## config.mk

```make
export PLATFORM = sky130hd
export DESIGN_NAME = code_lock_param
export DESIGN_NICKNAME = d
export VERILOG_FILES = /design/src/rtl/code_lock_param.sv
export SDC_FILE = /design/constraint.sdc
export NUM_CORES = 1
export LEC_CHECK = 0
export CAP_MARGIN = 30
export CORE_MARGIN = 3
export CORE_UTILIZATION = 50
export DETAILED_ROUTE_END_ITERATION = 6
export DONT_BUFFER_PORTS = 1
export PLACE_DENSITY = 0.71
export SLEW_MARGIN = 15
export SYNTH_ARGS = -nofsm -noshare
export SYNTH_HDL_FRONTEND = slang
export SYNTH_SLANG_ARGS = --single-unit
```

## constraint.sdc

```tcl
create_clock -name clk -period 3.1 [get_ports clk]
set_input_delay 0.62 -clock clk [delete_from_list [all_inputs] [get_ports clk]]
set_output_delay 0.62 -clock clk [all_outputs]
set_load 0.005 [all_outputs]
```

## src/rtl/code_lock_param.sv

```systemverilog
// Parametrised code lock: PWD_W-bit password check on confirm pulses, attempt countdown, password change, lockout.
// Optional macro CODE_LOCK_LOCKOUT_EN: timed lockout of LOCKOUT_CYC cycles; otherwise lockout holds until rst.
module code_lock_param #(
  parameter int               PWD_W       = 4,
  parameter logic [PWD_W-1:0] DEFAULT_PWD = 4'b1101,
  parameter int               MAX_TRIES   = 3,
  parameter int               LOCKOUT_CYC = 1024
) (
  input  logic             clk,
  input  logic             rst,
  input  logic             cfm_pulse,
  input  logic             chg_pulse,
  input  logic [PWD_W-1:0] sw_pwd,
  output logic [1:0]       led,
  output logic [8:0]       sega,
  output logic [8:0]       segb,
  output logic [3:0]       tries_left
);

  if (PWD_W < 1 || PWD_W > 16) begin : g_bad_pwd_w
    $error("code_lock_param: PWD_W out of range");
  end
  if (MAX_TRIES < 1 || MAX_TRIES > 9) begin : g_bad_tries
    $error("code_lock_param: MAX_TRIES out of range");
  end
  if (LOCKOUT_CYC < 1) begin : g_bad_lockout
    $error("code_lock_param: LOCKOUT_CYC must be at least 1");
  end

  localparam logic [8:0] SEG_DASH = 9'h040;
  localparam logic [8:0] SEG_C    = 9'h039;
  localparam logic [8:0] SEG_L    = 9'h038;
  localparam logic [3:0] TRIES_RST = 4'(MAX_TRIES);

  typedef enum logic [1:0] {
    ARMED    = 2'd0,
    UNLOCKED = 2'd1,
    CHG_WAIT = 2'd2,
    LOCKOUT  = 2'd3
  } state_t;

  function automatic logic [8:0] seg_digit(input logic [3:0] d);
    case (d)
      4'd0:    seg_digit = 9'h03f;
      4'd1:    seg_digit = 9'h006;
      4'd2:    seg_digit = 9'h05b;
      4'd3:    seg_digit = 9'h04f;
      4'd4:    seg_digit = 9'h066;
      4'd5:    seg_digit = 9'h06d;
      4'd6:    seg_digit = 9'h07d;
      4'd7:    seg_digit = 9'h007;
      4'd8:    seg_digit = 9'h07f;
      4'd9:    seg_digit = 9'h06f;
      default: seg_digit = SEG_DASH;
    endcase
  endfunction

  state_t           state, state_nxt;
  logic [PWD_W-1:0] pwd, pwd_nxt;
  logic [3:0]       tries_nxt;
  logic [1:0]       led_nxt;
  logic [8:0]       sega_nxt, segb_nxt;

`ifdef CODE_LOCK_LOCKOUT_EN
  localparam int CNT_W = $clog2(LOCKOUT_CYC + 1);
  localparam logic [CNT_W-1:0] CNT_LAST = CNT_W'(LOCKOUT_CYC - 1);
  logic [CNT_W-1:0] lock_cnt, lock_cnt_nxt;
`endif

  always_ff @(posedge clk) begin
    if (rst) begin
      state      <= ARMED;
      pwd        <= DEFAULT_PWD;
      tries_left <= TRIES_RST;
      led        <= 2'b11;
      sega       <= seg_digit(TRIES_RST);
      segb       <= seg_digit(4'd0);
`ifdef CODE_LOCK_LOCKOUT_EN
      lock_cnt   <= '0;
`endif
    end else begin
      state      <= state_nxt;
      pwd        <= pwd_nxt;
      tries_left <= tries_nxt;
      led        <= led_nxt;
      sega       <= sega_nxt;
      segb       <= segb_nxt;
`ifdef CODE_LOCK_LOCKOUT_EN
      lock_cnt   <= lock_cnt_nxt;
`endif
    end
  end

  always_comb begin
    state_nxt = state;
    pwd_nxt   = pwd;
    tries_nxt = tries_left;
    led_nxt   = led;
    sega_nxt  = sega;
    segb_nxt  = segb;
`ifdef CODE_LOCK_LOCKOUT_EN
    lock_cnt_nxt = lock_cnt;
`endif

    case (state)
      ARMED: begin
        if (cfm_pulse) begin
          if (sw_pwd == pwd) begin
            state_nxt = UNLOCKED;
            led_nxt   = 2'b10;
            sega_nxt  = SEG_DASH;
            segb_nxt  = SEG_DASH;
          end else if (tries_left > 4'd1) begin
            tries_nxt = tries_left - 4'd1;
            led_nxt   = 2'b01;
            sega_nxt  = seg_digit(tries_left - 4'd1);
          end else begin
            state_nxt = LOCKOUT;
            tries_nxt = 4'd0;
            led_nxt   = 2'b00;
            sega_nxt  = seg_digit(4'd0);
            segb_nxt  = SEG_L;
`ifdef CODE_LOCK_LOCKOUT_EN
            lock_cnt_nxt = '0;
`endif
          end
        end
      end

      UNLOCKED: begin
        // Change request takes priority over a coincident confirm.
        if (chg_pulse) begin
          state_nxt = CHG_WAIT;
          sega_nxt  = SEG_C;
          segb_nxt  = SEG_C;
        end else if (cfm_pulse) begin
          state_nxt = ARMED;
          tries_nxt = TRIES_RST;
          led_nxt   = 2'b11;
          sega_nxt  = seg_digit(TRIES_RST);
          segb_nxt  = seg_digit(4'd0);
        end
      end

      CHG_WAIT: begin
        if (cfm_pulse) begin
          pwd_nxt   = sw_pwd;
          state_nxt = ARMED;
          tries_nxt = TRIES_RST;
          led_nxt   = 2'b11;
          sega_nxt  = seg_digit(TRIES_RST);
          segb_nxt  = seg_digit(4'd0);
        end else if (chg_pulse) begin
          state_nxt = UNLOCKED;
          led_nxt   = 2'b10;
          sega_nxt  = SEG_DASH;
          segb_nxt  = SEG_DASH;
        end
      end

      LOCKOUT: begin
`ifdef CODE_LOCK_LOCKOUT_EN
        // Counter reads k after the k-th edge in lockout; leave on edge LOCKOUT_CYC.
        if (lock_cnt == CNT_LAST) begin
          state_nxt    = ARMED;
          tries_nxt    = TRIES_RST;
          led_nxt      = 2'b11;
          sega_nxt     = seg_digit(TRIES_RST);
          segb_nxt     = seg_digit(4'd0);
          lock_cnt_nxt = '0;
        end else begin
          lock_cnt_nxt = lock_cnt + 1'b1;
        end
`endif
      end

      default: state_nxt = ARMED;
    endcase
  end

endmodule

```

Word-level counts from Yosys, hierarchy flattened
Memories as Yosys holds them, arrays and structs flattened.
Cells that the tools add are included.
{"block": "word_totals", "ff_bits": 30, "latch_bits": 0, "ram_bits": 0, "romBits": 112, "input_bits": 8, "out_inout_bits": 24, "wordCells": 63, "memories": 1}
{"name": "(name not given)", "depth": 16, "word_bits": 7, "read_ports": 1, "rd_clocked_by_memory_dff": 0, "write_ports": 0, "line_no": "43", "source": "case (d)"}
{"block": "op_classes", "add_sub_neg": 1, "n_mul": 0, "div": 0, "order_cmp": 1, "n_eq_ne": 10, "shifts": 0, "mux": 37, "n_bitwise": 0, "n_reduce_logical": 7}
{"operator": "$mux W9", "count": 13}
{"operator": "$pmux W9 S3", "count": 2}
{"operator": "$mux W2", "count": 13}
{"operator": "$mux W4", "count": 5}
{"operator": "$pmux W2 S3", "count": 2}
{"operator": "$pmux W4 S3", "count": 1}
{"operator": "$reduce_and A5 Y1", "count": 2}
{"operator": "$ne A3 B3 Y1 const B", "count": 3}
{"operator": "$ne A2 B2 Y1 const B", "count": 4}
{"operator": "$reduce_and A4 Y1", "count": 2}
{"operator": "$eq A4 B4 Y1", "count": 1}
{"operator": "$gt A4 B1 Y1 const B", "count": 1}
{"operator": "$sub A4 B1 Y4 const B", "count": 1}
{"operator": "$reduce_bool A3 Y1", "count": 1}
{"operator": "$eq A2 B1 Y1 const B", "count": 1}
{"operator": "$eq A2 B2 Y1 const B", "count": 1}
{"operator": "$logic_not A2 Y1", "count": 1}
{"operator": "$reduce_and A2 Y1", "count": 1}
{"operator": "$mux W1", "count": 1}

Depth between registers and ports, before layout
An unclocked memory read counts as a cell.
{"block": "logic_depth", "word_depth": 6, "mapped_depth": 10, "ltp_nobuf": 7}

Worst setup path after synthesis
No wires, ideal clock.
{"block": "synth_timing", "path_type": "reg-to-reg", "start": "reg tries_left[0]", "end": "reg segb[2]", "setup_time_ns": 0.120, "arrival_time_ns": 2.162, "t_required_ns": 2.980, "setup_slack_ns": 0.819, "path_stages_with_launch": 11, "path_buffers": 3, "period_less_slack_ns": 2.281, "path_cell_list": "dfxtp_1 > clkbuf_1 > inv_1 > ha_1 > buf_2 > nor2_1 > or3_1 > a311oi_2 > buf_6 > nor2b_1 > a211o_1"}
{"block": "synth_between", "elab_chain_len": 3}
{"item": "from (decl)", "line_no": "17", "source": "output logic [3:0] tries_left"}
{"item": "from (signal assigned)", "line_no": "84", "source": "tries_left <= tries_nxt;"}
{"item": "$gt A4 B1 Y1", "line_no": "113", "source": "end else if (tries_left > 4'd1) begin"}
{"item": "$ne A3 B3 Y1 (no source line)"}
{"item": "$reduce_and A5 Y1 (no source line)"}
{"item": "to (signal assigned)", "line_no": "77", "source": "segb <= seg_digit(4'd0);"}
{"item": "to (signal assigned)", "line_no": "87", "source": "segb <= segb_nxt;"}
{"item": "to (decl)", "line_no": "16", "source": "output logic [8:0] segb,"}
Every way passes these cells.
A chain may end at the register's enable or synchronous reset.

Worst setup path in the final report
{"block": "layout_timing", "start": "reg tries_left[0]", "end": "reg sega[6]"}
{"block": "layout_between", "elab_chain_len": 6, "word_cells_on_any_way": 7, "classes_between": "1 x add/sub; 1 x order compare; 4 x mux; 1 x memory"}
{"item": "$sub A4 B1 Y4", "line_no": "116", "source": "sega_nxt = seg_digit(tries_left - 4'd1);"}
{"item": "$mem_v2 Z16 W7"}
{"item": "$mux W9 *", "line_no": "113"}
{"item": "$mux W9 *", "line_no": "108", "source": "if (sw_pwd == pwd) begin"}
{"item": "$mux W9 *", "line_no": "107", "source": "if (cfm_pulse) begin"}
{"item": "$pmux W9 S3 *", "line_no": "105", "source": "case (state)"}
{"item": "to (signal assigned)", "line_no": "76", "source": "sega <= seg_digit(TRIES_RST);"}
{"item": "to (signal assigned)", "line_no": "86", "source": "sega <= sega_nxt;"}
{"item": "to (decl)", "line_no": "15", "source": "output logic [8:0] sega,"}
Mark *: on every way between the ends. The rest lies on a longest branch, timed or not. The select of a mux whose other input is x is not followed.

==> impl_metrics.csv <==
group,metric,value,unit
flow_run,max-cap-violations,0,
finish,layout-drive-gt1-share,0.0718,
setup_path,reg2reg_from,"tries_left[0]$_SDFFE_PP1P_",
placed_design,dp_hpwl,2420,um
die,die-area,0.00380,mm^2
clock_network,cts.sink_count,23,
setup_path,crit_path_start_kind,"flip-flop",
synth,ys_types,48,
die,coreArea,0.00285,mm^2
synth,async_flop_share,0,
setup_path,critical_path_class,"reg -> reg",
sta,rsz0062_at_grt,"false",
power_and_ir_drop,irDropWorstVdd,0.436,mV
sta,hold_viol,0,
power_and_ir_drop,p_leak,0.000594,uW
global_route,grt_pass1_vias,1183,
placed_design,placed_cell_area,0.00150,mm^2
routing,postRouteAntennaNets,0,
sta,slew_headroom,0.629,
global_route,grt_pass1_wl,5220,um
placed_design,portBuffers,0,
power_and_ir_drop,power_per_cell_area,876,mW/mm^2
setup_path,crit_arrival,2.77,ns
die,std_cell_rows,19,
die,io_pins,32,
routing,post_drt_via_cell_ratio,6.26,
worst_hold_path,whs_path_depth,1,
synth,synth_top_cell_by_area,"dfxtp_1",
setup_path,end_kind,"flip-flop",
sta,layout_min_cycle_time,2.52,ns
sta,drv_slew,0,
worst_hold_path,hold_start,"rst",
synth,synth_cells,192,
worst_hold_path,hp-class,"in -> reg",
synth,synth.area.top_cells,"dfxtp_1 (30%), ha_1 (7.3%), a21oi_1 (5.8%)",
clock_network,htree_levels,1,
synth,synthesis.area,0.00155,mm^2
sta,worstMarginPinSlew,0.556,ns
die,die_h,61.6,um
placed_design,gp_congestion,0.825,
synth,synth_edf_count,0,
setup_path,r2r_end,"sega[6]$_SDFFE_PP1P_",
setup_path,worst_ep_required_time,3.35,ns
synth,synth_ff_type,"dfxtp_1",
global_route,grt_max_degree,32,
die,die_w,61.6,um
die,start_util,0.542,
clock_network,ctsLongestPathBuffers,2,
global_route,overflow,0,
setup_path,cp_max_fo,12,
outcome,outcome,"complete, no violations",
clock_network,clk_latency,0.31,ns
routing,finalWirelength,3230,um
routing,drt_iter0_drc,82,
clock_network,ctsRootBufferMaster,"clkbuf_4",
clock_network,cts_buffers,3,
finish,register_area,460,um^2
finish,finalNonFillerCells,212,
global_route,antenna_found_initial,0,
finish,diodes,0,
finish,area_growth,-1.46,%
setup_path,rr_worst_depth,7,
worst_hold_path,holdPathEnd,"state[1]$_SDFFE_PP0P_",
clock_network,postCtsSetupBuffers,0,
global_route,track_usage,0.181,
routing,dr.pass1.iters,4,
clock_network,clkSlewWorstSetupHoldPaths,0.12,ns
synth,yosysWarnings,0,
synth,yosys.area.top_type_share,0.298,
synth,seq_area_frac_synth,0.298,
routing,remaining_drc_errors,0,
sta,fin_setup_tns,0,ns
power_and_ir_drop,p_total,1340,uW
sta,finalCritPeriodShare,0.814,
finish,fill_cells,302,
clock_network,post_cts_resize_count,0,
finish,postLayoutCellArea,0.00152,mm^2
synth,synth-seq-cells,23,
clock_network,cts-hold-fix-buffers,0,
sta,finalSetupViolCount,0,
finish,nets,199,
finish,mostFrequentLayoutCells,"dfxtp_1 (23), nor2_1 (19), a21oi_1 (18), o21ai_0 (10)",
sta,fmax,396,MHz
placed_design,dp.cells,208,
finish,multi_input_area,956,um^2
routing,vias,1328,
placed_design,post-place-ws,0.618,ns
clock_network,cts_tree,"built",
synth,syn_area_per_cell,8.05,um^2
finish,layout_commonest_cell,"dfxtp_1",
routing,wl_per_cell,15.2,um
sta,clock_skew,0.00489,ns
sta,setup_ws,0.577,ns
setup_path,ff2ff_setup_slack,0.58,ns
## kinds of logic (layout without fill, tap and decap cells)
family                   count (synthesis)  in the layout  share of synthesized area
adder cells (fa/ha/maj)                  9              9                     0.0728
buffers and inverters                   28             14                     0.0914
XOR/XNOR                                 7              7                     0.0396
flip-flops                              23             23                      0.298
other                                    1              4                    0.00242
AO/OA/AOI/OAI                           58             58                      0.261
multiplexers                             4              4                     0.0275
AND/OR/NAND/NOR                         62             62                      0.207
## registers in the layout, indices dropped and copies added, names as in the netlist
name,count
state,2
pwd,4
led,2
sega,7
segb,4
tries_left,4
## how the worst max path moves through the flow
stage                                          start                   end  slack [ns]  depth (start not counted)
after floorplan           tries_left[0]$_SDFFE_PP1P_  segb[2]$_SDFFE_PP1P_        0.82                         10
after global placement    tries_left[0]$_SDFFE_PP1P_  segb[5]$_SDFFE_PP1P_        0.59                          8
after detailed placement  tries_left[0]$_SDFFE_PP1P_  segb[2]$_SDFFE_PP1P_        0.62                          8
after CTS                 tries_left[0]$_SDFFE_PP1P_  sega[6]$_SDFFE_PP1P_        0.59                          7
after global routing      tries_left[0]$_SDFFE_PP1P_  sega[6]$_SDFFE_PP1P_        0.33                          7
final                     tries_left[0]$_SDFFE_PP1P_  sega[6]$_SDFFE_PP1P_        0.58                          7
## report_power, final
part | total (uW) | leakage, uW | internal, uW | switching [uW]
Combinational | 702 | 0.000387 | 294 | 408
Sequential | 498 | 0.000189 | 388 | 110
Clock | 136 | 0.0000177 | 48.2 | 87.4
## final cells by class
cell class                      count  share of cell area
Timing Repair Buffer                1             0.00493
Inverter                            9              0.0222
Clock buffer                        3              0.0148
Tap cell                           31              0.0255
Sequential cell                    23               0.302
Multi-Input combinational cell    144               0.627
Clock inverter                      1             0.00328
## cell usage after synthesis (4+ instances only)
library cell,instances
a211o_1,6
a21oi_1,18
and3_1,4
buf_4,7
clkbuf_1,9
dfxtp_1,23
ha_1,9
inv_1,9
nand2_1,8
nor2_1,19
nor3_1,7
o21a_1,4
o21ai_0,10
xor2_1,5
## layer usage
metal,vias to the layer above,share of wire,global-route usage
met2,54,0.45,0.278
met5,-,0,0
met3,5,0.11,0.0692
li1,661,-,-
met1,608,0.43,0.242
met4,0,0.012,0.0364
## metrics by stage
stage          utilization  hold slack [ns]
2_1_floorplan            -            0.448
3_3_place_gp         0.525            0.452
3_5_place_dp         0.525            0.460
4_1_cts              0.534            0.352
5_1_grt              0.534            0.336
6_report             0.534            0.362
## worst max-delay path, stage by stage, from the launching register on
cell and delay [ns]:
dfxtp_1 0.63, inv_1 0.20, ha_1 0.37, xnor2_1 0.46
mux2_2 0.39, a21oi_1 0.16, o21ai_0 0.12, o21ai_0 0.15
No activity file was read; power rests on OpenSTA's default activity.
